--- src/rtl/seg7_pkg.sv ---
// Shared 7-segment definitions: segment codes (abcdefg, bit6 = a), FSM states
// and the segment-to-binary decode used by both the encoder and the receiver.
package seg7_pkg;

  localparam logic [6:0] SEG_0     = 7'h7E;
  localparam logic [6:0] SEG_1     = 7'h30;
  localparam logic [6:0] SEG_2     = 7'h6D;
  localparam logic [6:0] SEG_3     = 7'h79;
  localparam logic [6:0] SEG_4     = 7'h33;
  localparam logic [6:0] SEG_5     = 7'h5B;
  localparam logic [6:0] SEG_6     = 7'h5F;
  localparam logic [6:0] SEG_7     = 7'h70;
  localparam logic [6:0] SEG_8     = 7'h7F;
  localparam logic [6:0] SEG_9     = 7'h7B;
  localparam logic [6:0] SEG_BLANK = 7'h00;

  typedef enum logic [1:0] {
    S_SYNC   = 2'd0,
    S_CHECK  = 2'd1,
    S_LOCKED = 2'd2
  } seg7_state_t;

  // Returns {valid, value}; blank and unknown codes both come back not valid.
  function automatic logic [4:0] seg7_to_bin(input logic [6:0] seg);
    case (seg)
      SEG_0:   return 5'h10;
      SEG_1:   return 5'h11;
      SEG_2:   return 5'h12;
      SEG_3:   return 5'h13;
      SEG_4:   return 5'h14;
      SEG_5:   return 5'h15;
      SEG_6:   return 5'h16;
      SEG_7:   return 5'h17;
      SEG_8:   return 5'h18;
      SEG_9:   return 5'h19;
      default: return 5'h00;
    endcase
  endfunction

endpackage

--- src/rtl/seg7_stable_filter.sv ---
// Input register plus glitch filter: a pattern is accepted once, on the cycle
// it has been sampled STABLE_CYCLES times in a row.
module seg7_stable_filter #(
  parameter int STABLE_CYCLES  = 3,
  parameter bit SEG_ACTIVE_LOW = 1'b0
) (
  input  logic       CLK,
  input  logic       rst_n,
  input  logic [6:0] iSeg,
  output logic [6:0] pat,
  output logic       accept
);

  localparam logic [7:0] STAB_MAX = 8'(STABLE_CYCLES);

  logic [6:0] seg_q, seg_d;
  logic [6:0] held_q, held_d;
  logic [7:0] stab_q, stab_d;

  always_comb begin
    seg_d  = SEG_ACTIVE_LOW ? ~iSeg : iSeg;
    held_d = held_q;
    stab_d = stab_q;
    if (seg_q == held_q) begin
      if (stab_q != STAB_MAX) stab_d = stab_q + 8'd1;
    end else begin
      held_d = seg_q;
      stab_d = 8'd1;
    end
    // Fires only on the transition into the terminal count, so a held pattern
    // is reported exactly once however long it stays.
    accept = (stab_d == STAB_MAX) && ((stab_q != STAB_MAX) || (seg_q != held_q));
  end

  assign pat = held_d;

  always_ff @(posedge CLK or negedge rst_n) begin
    if (!rst_n) begin
      seg_q  <= 7'h00;
      held_q <= 7'h00;
      stab_q <= 8'd0;
    end else begin
      seg_q  <= seg_d;
      held_q <= held_d;
      stab_q <= stab_d;
    end
  end

endmodule

--- src/rtl/seg7_rx_decoder.sv ---
// Segment-bus receiver: filters, decodes and checks that accepted digits
// follow a modulo-MOD up-count.
//   state    | meaning
//   S_SYNC   | no reference digit yet
//   S_CHECK  | have one digit, waiting for an in-sequence successor
//   S_LOCKED | sequence confirmed, every new digit is checked
module seg7_rx_decoder
  import seg7_pkg::*;
#(
  parameter int STABLE_CYCLES  = 3,
  parameter int MOD            = 8,
  parameter bit SEG_ACTIVE_LOW = 1'b0,
  parameter int CNT_W          = 8
) (
  input  logic             CLK,
  input  logic             rst_n,
  input  logic [6:0]       iSeg,
  input  logic             iClrErr,
  output logic [3:0]       oQ,
  output logic             oValid,
  output logic             oLocked,
  output logic             oInvalid,
  output logic             oSeqErr,
  output logic [CNT_W-1:0] oErrCnt
);

  localparam logic [3:0] MOD_V = 4'(MOD);

  logic [6:0]       acc_pat;
  logic             acc;
  logic [4:0]       dec;
  logic [3:0]       next_exp;
  logic             err_evt;

  logic [3:0]       q_q, q_d;
  logic [3:0]       prev_q, prev_d;
  logic             valid_q, valid_d;
  logic             invalid_q, invalid_d;
  logic             seq_err_q, seq_err_d;
  logic [CNT_W-1:0] err_cnt_q, err_cnt_d;
  seg7_state_t      state_q, state_d;

  seg7_stable_filter #(
    .STABLE_CYCLES (STABLE_CYCLES),
    .SEG_ACTIVE_LOW(SEG_ACTIVE_LOW)
  ) u_filt (
    .CLK   (CLK),
    .rst_n (rst_n),
    .iSeg  (iSeg),
    .pat   (acc_pat),
    .accept(acc)
  );

  always_comb begin
    dec      = seg7_to_bin(acc_pat);
    next_exp = prev_q + 4'd1;
    if (next_exp >= MOD_V) next_exp = next_exp - MOD_V;

    q_d       = q_q;
    prev_d    = prev_q;
    valid_d   = 1'b0;
    invalid_d = 1'b0;
    seq_err_d = seq_err_q;
    err_cnt_d = err_cnt_q;
    state_d   = state_q;
    err_evt   = 1'b0;

    if (acc && (acc_pat != SEG_BLANK)) begin
      if (dec[4]) begin
        q_d     = dec[3:0];
        prev_d  = dec[3:0];
        valid_d = 1'b1;
        case (state_q)
          S_SYNC:   state_d = S_CHECK;
          S_CHECK:  if (dec[3:0] == next_exp) state_d = S_LOCKED;
          S_LOCKED: begin
            if (dec[3:0] != next_exp) begin
              seq_err_d = 1'b1;
              err_evt   = 1'b1;
              state_d   = S_SYNC;
            end
          end
          default:  state_d = S_SYNC;
        endcase
      end else begin
        invalid_d = 1'b1;
        err_evt   = 1'b1;
        state_d   = S_SYNC;
      end
    end

    if (err_evt && (err_cnt_q != {CNT_W{1'b1}})) err_cnt_d = err_cnt_q + CNT_W'(1);
    // Clear wins over a coincident error; the FSM still takes its transition.
    if (iClrErr) begin
      err_cnt_d = '0;
      seq_err_d = 1'b0;
    end
  end

  always_ff @(posedge CLK or negedge rst_n) begin
    if (!rst_n) begin
      q_q       <= 4'd0;
      prev_q    <= 4'd0;
      valid_q   <= 1'b0;
      invalid_q <= 1'b0;
      seq_err_q <= 1'b0;
      err_cnt_q <= '0;
      state_q   <= S_SYNC;
    end else begin
      q_q       <= q_d;
      prev_q    <= prev_d;
      valid_q   <= valid_d;
      invalid_q <= invalid_d;
      seq_err_q <= seq_err_d;
      err_cnt_q <= err_cnt_d;
      state_q   <= state_d;
    end
  end

  assign oQ       = q_q;
  assign oValid   = valid_q;
  assign oInvalid = invalid_q;
  assign oSeqErr  = seq_err_q;
  assign oErrCnt  = err_cnt_q;
  assign oLocked  = (state_q == S_LOCKED);

endmodule
--- config.mk ---
export PLATFORM = sky130hd
export DESIGN_NAME = seg7_rx_decoder
export DESIGN_NICKNAME = d
export VERILOG_FILES = /design/src/rtl/seg7_pkg.sv /design/src/rtl/seg7_stable_filter.sv /design/src/rtl/seg7_rx_decoder.sv
export SDC_FILE = /design/constraint.sdc
export NUM_CORES = 1
export LEC_CHECK = 0
export CAP_MARGIN = 20
export CORE_MARGIN = 10
export CORE_UTILIZATION = 51
export DETAILED_ROUTE_END_ITERATION = 10
export PLACE_DENSITY = 0.79
export SLEW_MARGIN = 10
export SYNTH_ARGS = -nofsm -noshare
export SYNTH_HDL_FRONTEND = slang
export SYNTH_SLANG_ARGS = --single-unit
--- constraint.sdc ---
create_clock -name CLK -period 3.46 [get_ports CLK]
set_clock_uncertainty 0.15 [all_clocks]
set_input_delay 0.692 -clock CLK [delete_from_list [all_inputs] [get_ports CLK]]
set_output_delay 0.692 -clock CLK [all_outputs]
set_load 0.02 [all_outputs]
# Word-level counts from Yosys, hierarchy flattened
# Index checks and enable logic that the tools add are counted.
# totals
word_cells,73
ff_bits,39
# classes
n_reduce_logical,14
add_sub_neg,4
n_lt_le_gt_ge,1
mux,24
n_eq_ne,21
# op_table
op,count
$eq 7x7->1 const B,8
$pmux 5 s10,1
$mux 8,4
$add 8x1->8 const B,2
$eq 7x6->1 const B,2
$mux 1,13
$reduce_bool 2->1,5
$eq 8x2->1 const B,1
$ne 8x2->1 const B,1
$ne 8x8->1 const B,1
$eq 7x7->1,1
$mux 7,1
$ne 7x7->1,1
$reduce_bool 7->1,1
$mux 2,3
$pmux 2 s3,1
$add 4x1->4 const B,1
$eq 4x4->1,1
$ge 4x4->1 const B,1
$mux 4,1
$ne 4x4->1,1
$reduce_and 4->1,1
$sub 4x4->4 const B,1
$logic_and 1x1->1,3
8 further kinds,8

# Depth between registers and ports, before layout
# depth
depth_word,12
depth_mapped,8

# Cells and area by module
# A second synthesis with hierarchy kept.
# hier_totals
cells_unflattened,214
area_unflattened_um2,2162.1
# modules_own_cells
mod,cells_per_inst,seq_area_each_um2,n_inst,area_per_inst_um2
seg7_rx_decoder,137,425.4,1,1251.2
seg7_stable_filter,77,550.5,1,910.9

# Worst setup path after synthesis
# OpenSTA, ideal clock, no wires.
# synth_timing
path_kind,register to register
start,register u_filt.stab_q[0]
end,"register err_cnt_q[2], in the netlist oErrCnt[2]"
slack_ns,0.647
arrival_ns,2.535
n_path_buf,1
setup_ns,0.128
stages_incl_launch_ff,9
cell_sequence,dfrtp_1 -> ha_1 -> nand2_1 -> or4_1 -> o311a_1 -> or4_4 -> buf_6 -> a2111oi_2 -> mux2_1
# synth_via
elab_chain_cells,9
# synth_lines
item,line,text
start: declaration,seg7_stable_filter.sv:18,"logic [7:0] stab_q, stab_d;"
start signal: assignment,seg7_stable_filter.sv:45,stab_q <= stab_d;
$add 8x1->8 or $ne 8x2->1 (tied branches),"seg7_stable_filter.sv:25, seg7_stable_filter.sv:32",
$mux 8,seg7_stable_filter.sv:25,if (stab_q != STAB_MAX) stab_d = stab_q + 8'd1;
$mux 8,seg7_stable_filter.sv:24,if (seg_q == held_q) begin
$eq 8x2->1,seg7_stable_filter.sv:32,accept = (stab_d == STAB_MAX) && ((stab_q != STAB_MAX) || (seg_q != held_q));
$logic_and 1x1->1 *,seg7_stable_filter.sv:32,
$logic_and 1x1->1 *,seg7_rx_decoder.sv:68,if (acc && (acc_pat != SEG_BLANK)) begin
$mux 1 *,seg7_rx_decoder.sv:68,
$logic_and 1x1->1 *,seg7_rx_decoder.sv:92,if (err_evt && (err_cnt_q != {CNT_W{1'b1}})) err_cnt_d = err_cnt_q + CNT_W'(1);
$reduce_bool 2->1 (no source line) *,--,
end signal: assignment,seg7_rx_decoder.sv:115,err_cnt_q <= err_cnt_d;
end: declaration,seg7_rx_decoder.sv:40,"logic [CNT_W-1:0] err_cnt_q, err_cnt_d;"
# Mark *: on every way between the ends. The rest lies on a longest branch, timed or not.
# A chain may end at the register's enable or synchronous reset.

# Worst setup path after layout
# layout_timing
start,register u_filt.stab_q[0]
end,"register err_cnt_q[0], in the netlist oErrCnt[0]"
# The elaborated chain is that of the path after synthesis.

==> results by group <==
Status
  – Status: complete, no violations

Critical path
  – Worst path max stage delay: 0.54 ns
  – CP cell instances: ha_1 -> nand2_1 -> or4_1 -> o311a_1 -> or4_4 -> a2111oi_4 -> mux2_2
  – Crit Path Category: reg2reg
  – Crit path DAT: 3.03 ns
  – Worst Path Max Fanout: 12
  – Startpoint types: flip-flop
  – Worst Path Buf+Inv: 0
  – Top cell family by delay on the critical path: simple AND/OR/NAND/NOR gates
  – CP max stage cell: or4_4
  – Critical path capture point type: flip-flop
  – WP data required: 3.50 ns

Yosys
  – Post-synthesis sequential area ratio: 42.6%
  – Largest family of logic cells by synthesized area: simple AND/OR/NAND/NOR gates
  – FFs w/ async S/R, synth: 100%
  – Mapped Area: 2290 sq um
  – Post-synthesis net count: 239
  – Compound-Gate Fraction of Synth Area: 15.6%
  – Netlist cell types: 58
  – Mean post-synth cell area: 10.1 sq um
  – Main flop type after synthesis: dfrtp_1
  – Post-synthesis register bit count: 39
  – Area share of and/or/nand/nor cells after synthesis: 24.4%
  – Syn Inst Count: 226
  – Post-synth EDFFs: 0
  – Synth warn: 0
  – Post-synthesis adder-cell area fraction: 1.64%
  – Post-synthesis mux area share: 4.81%
  – Synth Area in XOR/XNOR: 6.12%

Clocking
  – Cts repair resizes: 0
  – CTS clk-pin slew, worst paths: 0.08 ns
  – Max Buffers Root-to-Sink: 2
  – Post-CTS Setup Inserts: 0
  – H-Tree Depth: 2
  – Num CTS Buffers: 5
  – Root Driver: clkbuf_8
  – Clock Latency Late Sink: 0.30 ns
  – CTS Hold Bufs: 0
  – Clk sinks: 39
  – CTS tree: done

Power and ir drop
  – Pleak: 0.00106 uW
  – Power density over the cells: 352 nW/um^2
  – Worst vdd ir: 0.268 mV

Final layout
  – Final core utilization: 60.3%
  – Layout net count: 253
  – Layout cells sized above 1: 11.6%
  – N_diodes: 0
  – Area Overhead vs Synth: 14.6%

Timing
  – TNS Setup: 0 ns
  – Worst-Margin Slew: 0.835 ns
  – Final setup violation count: 0
  – Max frequency: 0.334 GHz
  – RSZ-0062 raised after global routing: no
  – Max Slew Vio Count: 0
  – Slew margin rel.: 44.4%
  – Final cycle utilization of the critical path: 86.6%
  – Min cycle time layout: 2.99 ns
  – Fin. Hold Viols: 0

Die
  – Die H: 87.0 um
  – Die width: 87.0 um
  – Rows: 24
  – Number of top-level pins: 26
  – Initial Util: 52.6%
  – Die area: 7570 sq um
  – Core area: 4350 sq um

Global route
  – M1 GR Usage: 15.3%
  – GRT Max-Usage Layer: met2
  – Largest net degree at the start of global routing: 40
  – Total GRT Usage: 13.0%
  – Grt ovf: 0
  – Vias in the first global route: 1765
  – M3 GR Usage: 3.93%
  – GR Util met2: 21.8%
  – Initial antenna violation count: 0
  – First-pass GRT wire length: 8040 um

Worst hold path
  – Hold Crit Class: in2async

Placement
  – Final Wtd Congestion: 0.801
  – DP HPWL: 3440 um
  – Port bufs: 25

Detailed routing
  – Post-DR vias/cell: 5.95
  – TritonRoute pass-1 iters: 4
  – Post-Route WL: 4700 um
  – DRC violations left: 0
  – Final ANT Viol Nets: 0
  – Drt initial violations: 97
  – Wire per inst: 16.0 um
  – Via count of the routed design: 1743

Run
  – Max-Cap Viols: 0
path summary, 6_finish.rpt:
path	endpoint	startpoint	cells after the start	slack, ns
min in group CLK	prev_q[3]	prev_q[3]	1	0.34
max in group asynchronous	oErrCnt[6]	rst_n	1	2.29
setup / recovery	oErrCnt[0]	u_filt.stab_q[0]	7	0.47
setup reg to reg	oErrCnt[0]	u_filt.stab_q[0]	7	0.47
hold reg to reg	prev_q[3]	prev_q[3]	1	0.34
hold / removal	u_filt.stab_q[4]	rst_n	1	0.34
cell type report:
| cell class | count | area (sq um) |
|---|---|---|
| Multi-Input combinational cell | 164 | 1200 |
| Inverter | 5 | 18.8 |
| Clock inverter | 3 | 47.5 |
| Clock buffer | 5 | 68.8 |
| Sequential cell | 39 | 976 |
| Fill cell | 362 | 1730 |
| Timing Repair Buffer | 25 | 245 |
| Tap cell | 52 | 65.1 |
Yosys cell counts (all sizes together), types with 4 or more instances:
cell | n | share of area, %
nor2 | 21 | 3.4
buf | 6 | 2.1
dfrtp | 39 | 43
a2111oi | 7 | 4.6
nand4 | 4 | 1.1
inv | 5 | 0.82
nand2b | 6 | 1.6
and3 | 6 | 1.6
nand3 | 10 | 2.9
nor3 | 6 | 1.5
xnor2 | 6 | 2.3
clkbuf | 12 | 2.0
nand2 | 14 | 2.3
xor2 | 10 | 3.8
o21ai | 6 | 1.3
nor2b | 5 | 1.4
mux2 | 8 | 3.9
layer usage:
metal	up-vias	routed length, um
met3	7	196
li1	859	-
met2	34	2360
met4	0	68
met1	843	2080
met5	-	0
power by group:
| group | total (uW) | leakage, uW | switching, uW | internal, uW |
|---|---|---|---|---|
| clock network | 388 | 0.0000587 | 169 | 218 |
| registers | 478 | 0.000507 | 14.6 | 464 |
| logic | 58.9 | 0.000496 | 34.3 | 24.6 |
worst reg2reg max path, delay by kind of cell, from the launching register on:
family | cells | cell delay (ns)
multiplexers | 1 | 0.38
flip-flops | 1 | 0.43
AO/OA/AOI/OAI | 2 | 0.46
adder cells (fa/ha/maj) | 1 | 0.30
AND/OR/NAND/NOR | 3 | 1.18
kinds of logic (layout without fill, tap and decap cells):
family / count (synthesis) / count (layout)
flip-flops: 39 / 39
XOR/XNOR: 16 / 16
buffers and inverters: 23 / 38
AO/OA/AOI/OAI: 41 / 41
AND/OR/NAND/NOR: 94 / 94
adder cells (fa/ha/maj): 3 / 3
multiplexers: 10 / 10
placed cells by master, fill, tap and decap left out, drive strengths merged, types with 3 or more instances in the layout:
cell type      synthesis  final
dfrtp                 39     39
inv                    5      6
nand4                  4      4
or4                    3      3
o31ai                  3      3
nor4                   3      3
xor2                  10     10
o2111ai                3      3
xnor2                  6      6
nor2b                  5      5
nor2                  21     21
nor3                   6      6
clkdlybuf4s50          0     24
nand2b                 6      6
mux2                   8      8
nand3                 10     10
o21ai                  6      6
clkbuf                12      5
ha                     3      3
and3                   6      6
nand2                 14     14
or2                    3      3
a2111oi                7      7
nor4bb                 3      3
state kept, by name, summed over array words and instances, names as in the netlist, 2 cells and up:
name,count
oErrCnt,8
prev_q,4
u_filt.held_q,7
u_filt.stab_q,8
state_q,2
u_filt.seg_q,7
per-stage QoR:
step	hold WS (ns)	cells	instance area, sq um	worst slack [ns]	power (uW)
after global placement	0.326	285	2510	0.577	544
after detailed placement	0.321	285	2510	0.461	547
after CTS	0.345	293	2630	0.454	938
final	0.338	293	2630	0.465	925
after floorplan	0.246	226	2290	0.647	524
after global routing	0.372	293	2630	0.277	967
Power figures use the tool's default switching activity.
